`src/rtl/pwm_driver_if.sv`:
```
// pwm_driver_if -- control/status bundle for pwm_driver.
//
// Handshake: pwm_update is a level request sampled on every rising clock
// edge. It is only accepted while pwm_enable=1; each accepted clock
// overwrites the shadow ratio/direction. pwm_done is a one-cycle pulse
// that reports when a shadow value has become the applied value.
//
// Signals:
//   pwm_enable     master->slave  1 = run, 0 = stop (level)
//   pwm_update     master->slave  load request for ratio/direction (level)
//   pwm_ratio      master->slave  requested high-time out of 255
//   pwm_direction  master->slave  requested motor direction
//   pwm_done       slave->master  one-cycle pulse, request took effect
//   pwm_out        slave->master  PWM signal to the motor bridge
//   dir_out        slave->master  applied direction
//   debug_signals  slave->master  {4'b0, period_cnt, pending, dir_out, state}
interface pwm_driver_if;
  logic        pwm_enable;
  logic        pwm_update;
  logic [7:0]  pwm_ratio;
  logic        pwm_direction;
  logic        pwm_done;
  logic        pwm_out;
  logic        dir_out;
  logic [15:0] debug_signals;

  modport master (
    output pwm_enable, pwm_update, pwm_ratio, pwm_direction,
    input  pwm_done, pwm_out, dir_out, debug_signals
  );

  modport slave (
    input  pwm_enable, pwm_update, pwm_ratio, pwm_direction,
    output pwm_done, pwm_out, dir_out, debug_signals
  );
endinterface

```
`src/rtl/pwm_driver.sv`:
```
// pwm_driver -- 255-step PWM generator for a motor bridge with
// shadowed ratio/direction updates applied on period boundaries.
//
// Optional feature: define PWM_DIRECTION_DEADTIME_EN to hold the output
// low for DEADTIME_PERIODS full periods whenever the direction reverses.
// Without the macro a reversal is applied at the boundary like any
// other update.
//
// Ports:
//   clock    rising-edge clock
//   reset_n  asynchronous active-low reset
//   bus      pwm_driver_if.slave (enable/update/ratio/direction in,
//            done/pwm_out/dir_out/debug_signals out)
//
// Parameters:
//   CLK_DIV           clock cycles per PWM tick (1..65535)
//   DEADTIME_PERIODS  forced-low periods on reversal (1..255)
module pwm_driver #(
  parameter int CLK_DIV          = 4,
  parameter int DEADTIME_PERIODS = 2
) (
  input  logic       clock,
  input  logic       reset_n,
  pwm_driver_if.slave bus
);

  localparam logic [1:0]  ST_IDLE = 2'b00;
  localparam logic [1:0]  ST_RUN  = 2'b01;
  localparam logic [1:0]  ST_DEAD = 2'b10;
  localparam logic [15:0] DIV_MAX = 16'(CLK_DIV - 1);
  localparam logic [7:0]  DT_MAX  = 8'(DEADTIME_PERIODS - 1);
  localparam logic [7:0]  CNT_MAX = 8'd254;

  logic [1:0]  state_q, state_d;
  logic [15:0] div_q, div_d;
  logic [7:0]  cnt_q, cnt_d;
  logic [7:0]  ratio_q, ratio_d;
  logic        dir_q, dir_d;
  logic [7:0]  sh_ratio_q, sh_ratio_d;
  logic        sh_dir_q, sh_dir_d;
  logic        pending_q, pending_d;
  logic        out_q, out_d;
  logic        done_q, done_d;
  logic [7:0]  dt_q, dt_d;

  logic en;
  logic tick;
  logic boundary;
  logic dir_change;
  logic idle_start;
  logic run_apply;
  logic dt_exit;
  logic counting;

  assign en       = bus.pwm_enable;
  assign tick     = (div_q == DIV_MAX);
  assign boundary = tick && (cnt_q == CNT_MAX);

`ifdef PWM_DIRECTION_DEADTIME_EN
  // A pending reversal diverts the boundary into DEADTIME instead of
  // applying the shadow directly.
  assign dir_change = (sh_dir_q != dir_q);
  assign dt_exit    = en && (state_q == ST_DEAD) && boundary && (dt_q == DT_MAX);
`else
  assign dir_change = 1'b0;
  assign dt_exit    = 1'b0;
`endif

  assign idle_start = en && (state_q == ST_IDLE) && pending_q;
  assign run_apply  = en && (state_q == ST_RUN) && boundary && pending_q && !dir_change;
  assign counting   = en && ((state_q == ST_RUN) || (state_q == ST_DEAD));

  // State register
  always_ff @(posedge clock or negedge reset_n) begin
    if (!reset_n) begin
      state_q <= ST_IDLE;
    end else begin
      state_q <= state_d;
    end
  end

  // Next-state logic
  always_comb begin
    state_d = state_q;
    if (!en) begin
      state_d = ST_IDLE;
    end else begin
      case (state_q)
        ST_IDLE: if (pending_q) state_d = ST_RUN;
        ST_RUN:  if (boundary && pending_q && dir_change) state_d = ST_DEAD;
`ifdef PWM_DIRECTION_DEADTIME_EN
        ST_DEAD: if (boundary && (dt_q == DT_MAX)) state_d = ST_RUN;
`endif
        default: state_d = ST_IDLE;
      endcase
    end
  end

  // Output / datapath next values
  always_comb begin
    div_d      = div_q;
    cnt_d      = cnt_q;
    ratio_d    = ratio_q;
    dir_d      = dir_q;
    sh_ratio_d = sh_ratio_q;
    sh_dir_d   = sh_dir_q;
    pending_d  = pending_q;
    dt_d       = dt_q;
    done_d     = 1'b0;
    // Compare against the current count; the register delays pwm_out by
    // one clock so ratio 255 stays high through the wrap at 254.
    out_d      = en && (state_q == ST_RUN) && (cnt_q < ratio_q);

    if (counting) begin
      if (tick) begin
        div_d = '0;
        cnt_d = (cnt_q == CNT_MAX) ? 8'd0 : cnt_q + 8'd1;
      end else begin
        div_d = div_q + 16'd1;
      end
    end else begin
      div_d = '0;
      cnt_d = '0;
    end

    if (en && (state_q == ST_DEAD) && boundary) begin
      dt_d = (dt_q == DT_MAX) ? 8'd0 : dt_q + 8'd1;
    end else if (state_q != ST_DEAD) begin
      dt_d = '0;
    end

    // The shadow used here is the registered one, so an update arriving
    // on this same clock is held for the next boundary.
    if (idle_start || run_apply || dt_exit) begin
      ratio_d   = sh_ratio_q;
      dir_d     = sh_dir_q;
      pending_d = 1'b0;
      done_d    = 1'b1;
    end

    if (en && bus.pwm_update) begin
      sh_ratio_d = bus.pwm_ratio;
      sh_dir_d   = bus.pwm_direction;
      pending_d  = 1'b1;
    end

    if (!en) begin
      pending_d = 1'b0;
      ratio_d   = '0;
      dt_d      = '0;
    end
  end

  always_ff @(posedge clock or negedge reset_n) begin
    if (!reset_n) begin
      div_q      <= '0;
      cnt_q      <= '0;
      ratio_q    <= '0;
      dir_q      <= 1'b0;
      sh_ratio_q <= '0;
      sh_dir_q   <= 1'b0;
      pending_q  <= 1'b0;
      out_q      <= 1'b0;
      done_q     <= 1'b0;
      dt_q       <= '0;
    end else begin
      div_q      <= div_d;
      cnt_q      <= cnt_d;
      ratio_q    <= ratio_d;
      dir_q      <= dir_d;
      sh_ratio_q <= sh_ratio_d;
      sh_dir_q   <= sh_dir_d;
      pending_q  <= pending_d;
      out_q      <= out_d;
      done_q     <= done_d;
      dt_q       <= dt_d;
    end
  end

  assign bus.pwm_out       = out_q;
  assign bus.pwm_done      = done_q;
  assign bus.dir_out       = dir_q;
  assign bus.debug_signals = {4'b0000, cnt_q, pending_q, dir_q, state_q};

endmodule

```
`src/flat_wrapper.sv`:
```
// flat-port wrapper written by rule: the top's interface ports become plain ports
module pwm_driver_flat 
#(
  parameter int CLK_DIV          = 4,
  parameter int DEADTIME_PERIODS = 2
)
  (clock, reset_n, bus_pwm_enable, bus_pwm_update, bus_pwm_ratio, bus_pwm_direction, bus_pwm_done, bus_pwm_out, bus_dir_out, bus_debug_signals);
  pwm_driver_if bus_i ();
  input  logic clock;
  input  logic reset_n;
  input wire logic [$bits(bus_i.pwm_enable)-1:0] bus_pwm_enable;
  input wire logic [$bits(bus_i.pwm_update)-1:0] bus_pwm_update;
  input wire logic [$bits(bus_i.pwm_ratio)-1:0] bus_pwm_ratio;
  input wire logic [$bits(bus_i.pwm_direction)-1:0] bus_pwm_direction;
  output wire logic [$bits(bus_i.pwm_done)-1:0] bus_pwm_done;
  output wire logic [$bits(bus_i.pwm_out)-1:0] bus_pwm_out;
  output wire logic [$bits(bus_i.dir_out)-1:0] bus_dir_out;
  output wire logic [$bits(bus_i.debug_signals)-1:0] bus_debug_signals;
  assign bus_i.pwm_enable = bus_pwm_enable;
  assign bus_i.pwm_update = bus_pwm_update;
  assign bus_i.pwm_ratio = bus_pwm_ratio;
  assign bus_i.pwm_direction = bus_pwm_direction;
  assign bus_pwm_done = bus_i.pwm_done;
  assign bus_pwm_out = bus_i.pwm_out;
  assign bus_dir_out = bus_i.dir_out;
  assign bus_debug_signals = bus_i.debug_signals;
  pwm_driver #(.CLK_DIV(CLK_DIV), .DEADTIME_PERIODS(DEADTIME_PERIODS)) u_core (.clock(clock), .reset_n(reset_n), .bus(bus_i));
endmodule
```
`config.mk`:
```
export PLATFORM = sky130hd
export DESIGN_NAME = pwm_driver_flat
export DESIGN_NICKNAME = d
export VERILOG_FILES = /design/src/rtl/pwm_driver_if.sv /design/src/rtl/pwm_driver.sv /design/src/flat_wrapper.sv
export SDC_FILE = /design/constraint.sdc
export NUM_CORES = 1
export LEC_CHECK = 0
export CORE_MARGIN = 10
export CORE_UTILIZATION = 38
export CTS_BUF_LIST = sky130_fd_sc_hd__clkbuf_4 sky130_fd_sc_hd__clkbuf_8
export DETAILED_ROUTE_END_ITERATION = 8
export PLACE_DENSITY = 0.61
export SLEW_MARGIN = 20
export SYNTH_ARGS = -nofsm -noshare
export SYNTH_HDL_FRONTEND = slang
export SYNTH_SLANG_ARGS = --single-unit
export TNS_END_PERCENT = 100
```
`constraint.sdc`:
```
create_clock -name clock -period 2.05 [get_ports clock]
set_input_delay 0.205 -clock clock [delete_from_list [all_inputs] [get_ports clock]]
set_output_delay 0.205 -clock clock [all_outputs]
set_load 0.005 [all_outputs]
```
==> results.yml, run 1 <==
floorplanning:
  die_y_um: 97.9
  ioPinCount: 32
  core-area_um2: 5890
  die_w_um: 97.9
  start_util: 0.391
  dieArea_um2: 9580
  rows: 28
logic_synthesis:
  ys_ff_latch: 46
  ys.warnings.count: 0
  ys_async_sr_fraction: 1.00
  syn_area_per_cell_um2: 10.2
  synth_edf_count: 0
  ys_seq_area_frac: 0.500
  syn_inst: 226
  syn_area_um2: 2300
  ys_types: 40
  synthFlopType: "dfrtp_1"
timing:
  timing.final.crit_share: 0.909
  hold_viol: 0
  hold-worst-slack_ns: 0.410
  setup_violations: 0
  fin_setup_tns_ns: 0
  relSlewSlack: 0.640
  period_minus_slack_ns: 1.86
  setup_ws_ns: 0.186
  clock.fmax_mhz: 536
  grt_setup_unrepaired: "false"
  finalClockSkew_ns: 0.0120
  worst_pin_slew_ns: 0.540
  maxSlewViolCount: 0
route:
  wirelength_um: 4800
  drt_pass1_iterations: 4
  ant_nets: 0
  post_drt_wl_per_cell_um: 14.4
  vias: 1689
  via_per_inst: 5.07
  drtIter0Drc: 88
  drcViolationCount: 0
critical_path:
  path_class: "flip-flop to flip-flop"
  reg2reg_depth: 6
  cp_slowest_stage_delay_ns: 0.40
  endpoint_kind: "flip-flop"
  critPathRequiredTime_ns: 2.24
  start_kind: "flip-flop"
  cp_cell_sequence: "ha_1, nor4b_2, and4_1, a31o_4, and2_4, mux2_4"
  critPathMaxFanout: 4
  arrival_ns: 2.06
  cpMaxStageDelayCell: "dfrtp_1"
clocking:
  cts_setup_buffers: 0
  ctsHoldBuffers: 1
  clock_latency_ns: 0.30
  htree_levels: 2
  cts_tree: "yes"
  clkTransAtPathRegs_ns: 0.09
  clkSinkCount: 46
  clock-root-buffer: "clkbuf_8"
  numCtsBuffers: 5
  cts_resized: 0
  cts_buffer_depth: 2
cells_and_area:
  fillers: 591
  syn2layout_area_growth_pct: 19.3
  layoutNonFillerInstCount: 333
  antenna_cells: 0
  drive_gt1_frac: 0.116
  post-route-util: 0.467
  nets: 280
place:
  dp.final_hpwl_um: 3610
  placed_cells: 324
  gp_congestion: 0.832
  post-place-ws_ns: 0.191
  numPortBuffers: 26
grt:
  antenna_found_initial: 0
  grt_start_max_net_pins: 25
  grt.overflow.total: 0
  grt_pass1_wl_um: 8560
  grt_pass1_vias: 1732
  track_usage: 0.103
min_path:
  min_path_type: "input port to asynchronous set/reset pin"
status:
  status: "finished, final reports clean"
power:
  power.leakage_nw: 1.16
  power_density_nw_per_um2: 681
  ir_drop_uv: 296
run:
  cap_viol_max_count: 0
[area by class of cell]
type / instances / area (um2) / area share
Timing Repair Buffer: 33 / 310 / 0.113
Multi-Input combinational cell: 161 / 1040 / 0.380
Sequential cell: 46 / 1150 / 0.419
Clock buffer: 5 / 68.8 / 0.0250
Clock inverter: 3 / 43.8 / 0.0159
Tap cell: 75 / 93.8 / 0.0341
Inverter: 10 / 37.5 / 0.0137
[state kept, by name (all words and copies together) (netlist names)]
name	flops
u_core.sh_ratio_q	8
u_core.div_q	16
u_core.bus.pwm_out	1
u_core.cnt_q	8
u_core.bus.dir_out	1
u_core.state_q	1
u_core.sh_dir_q	1
u_core.pending_q	1
u_core.bus.pwm_done	1
u_core.ratio_q	8
[metrics by stage]
step / total power, mW / cell area [um2]
4_1_cts: 1.90 / 2750
3_3_place_gp: 1.20 / 2630
3_5_place_dp: 1.21 / 2630
5_1_grt: 1.96 / 2750
2_1_floorplan: 1.11 / 2320
6_report: 1.87 / 2750
[Yosys cell counts, types with 3 or more instances]
cell,number,area share
xor2_1,6,0.023
clkbuf_1,4,0.0065
ha_1,10,0.054
o21ai_0,16,0.035
xnor2_1,7,0.027
a21oi_1,4,0.0087
o31ai_1,4,0.013
inv_1,10,0.016
nand2_1,22,0.036
mux2_2,9,0.044
and2_1,4,0.011
nand3_1,17,0.037
nor2b_1,3,0.0081
nor2_1,21,0.034
buf_4,8,0.026
nand4_1,6,0.016
and3_1,5,0.014
dfrtp_1,46,0.50
[final timing paths]
| check | end | startpoint | slack [ns] |
|---|---|---|---|
| max | u_core.bus.dir_out | u_core.div_q[0] | 0.19 |
| min | u_core.cnt_q[6] | reset_n | 0.41 |
| max reg2reg | u_core.bus.dir_out | u_core.div_q[0] | 0.19 |
| min reg2reg | u_core.div_q[0] | u_core.div_q[0] | 0.50 |
| max in group asynchronous | u_core.div_q[10] | reset_n | 1.03 |
| min in group clock | u_core.div_q[0] | u_core.div_q[0] | 0.50 |
[cells by family after synthesis]
family | Yosys count | share of synthesized area
flops | 46 | 0.500
other cells | 1 | 0.00163
xor+xnor | 13 | 0.0494
simple gates | 88 | 0.193
fa+ha+maj | 10 | 0.0543
buf+inv | 23 | 0.0538
mux | 10 | 0.0505
compound gates | 35 | 0.0972
[layer usage]
metal | vias up | wire (um) | track usage
met5 | - | 0 | 0
met4 | 0 | 94 | 0.0459
met3 | 6 | 236 | 0.0254
met2 | 36 | 2130 | 0.153
met1 | 813 | 2340 | 0.138
li1 | 834 | - | -
[cell usage in the layout, fill, tap and decap left out, types with 2 or more instances in the layout]
master and n:
a211oi_1 2, a21o_1 2, a21oi_1 4, and2_1 4, and3_1 5, buf_4 6
clkbuf_8 5, clkdlybuf4s50_1 25, conb_1 5, dfrtp_1 46, ha_1 10, inv_1 10
mux2_2 9, nand2_1 22, nand3_1 17, nand4_1 6, nor2_1 21, nor2b_1 3
o21ai_0 16, o31ai_1 4, xnor2_1 7, xor2_1 6
[critical path, delay by kind of cell, from the launching register on]
| kind | cells | cell delay, ns |
|---|---|---|
| and+or+nand+nor | 3 | 0.67 |
| adders and majority gates | 1 | 0.24 |
| muxes | 1 | 0.28 |
| DFF | 1 | 0.40 |
| AOI/OAI and AO/OA | 1 | 0.17 |
[power by group]
part           internal [mW]  switching, mW  total (mW)
combinational          0.112         0.0845       0.197
sequential             0.956         0.0312       0.987
clock                  0.366          0.322       0.687
Power figures use the tool's default switching activity.
==> run 2, diff against run 1 <==
--- a/config.mk
+++ b/config.mk
@@ -10,7 +10,6 @@
 export CTS_BUF_LIST = sky130_fd_sc_hd__clkbuf_4 sky130_fd_sc_hd__clkbuf_8
 export DETAILED_ROUTE_END_ITERATION = 8
 export PLACE_DENSITY = 0.61
-export SLEW_MARGIN = 20
 export SYNTH_ARGS = -nofsm -noshare
 export SYNTH_HDL_FRONTEND = slang
 export SYNTH_SLANG_ARGS = --single-unit
==> results of run 2 <==
The final DEF is identical to that of run 1; final timing and power are the same.
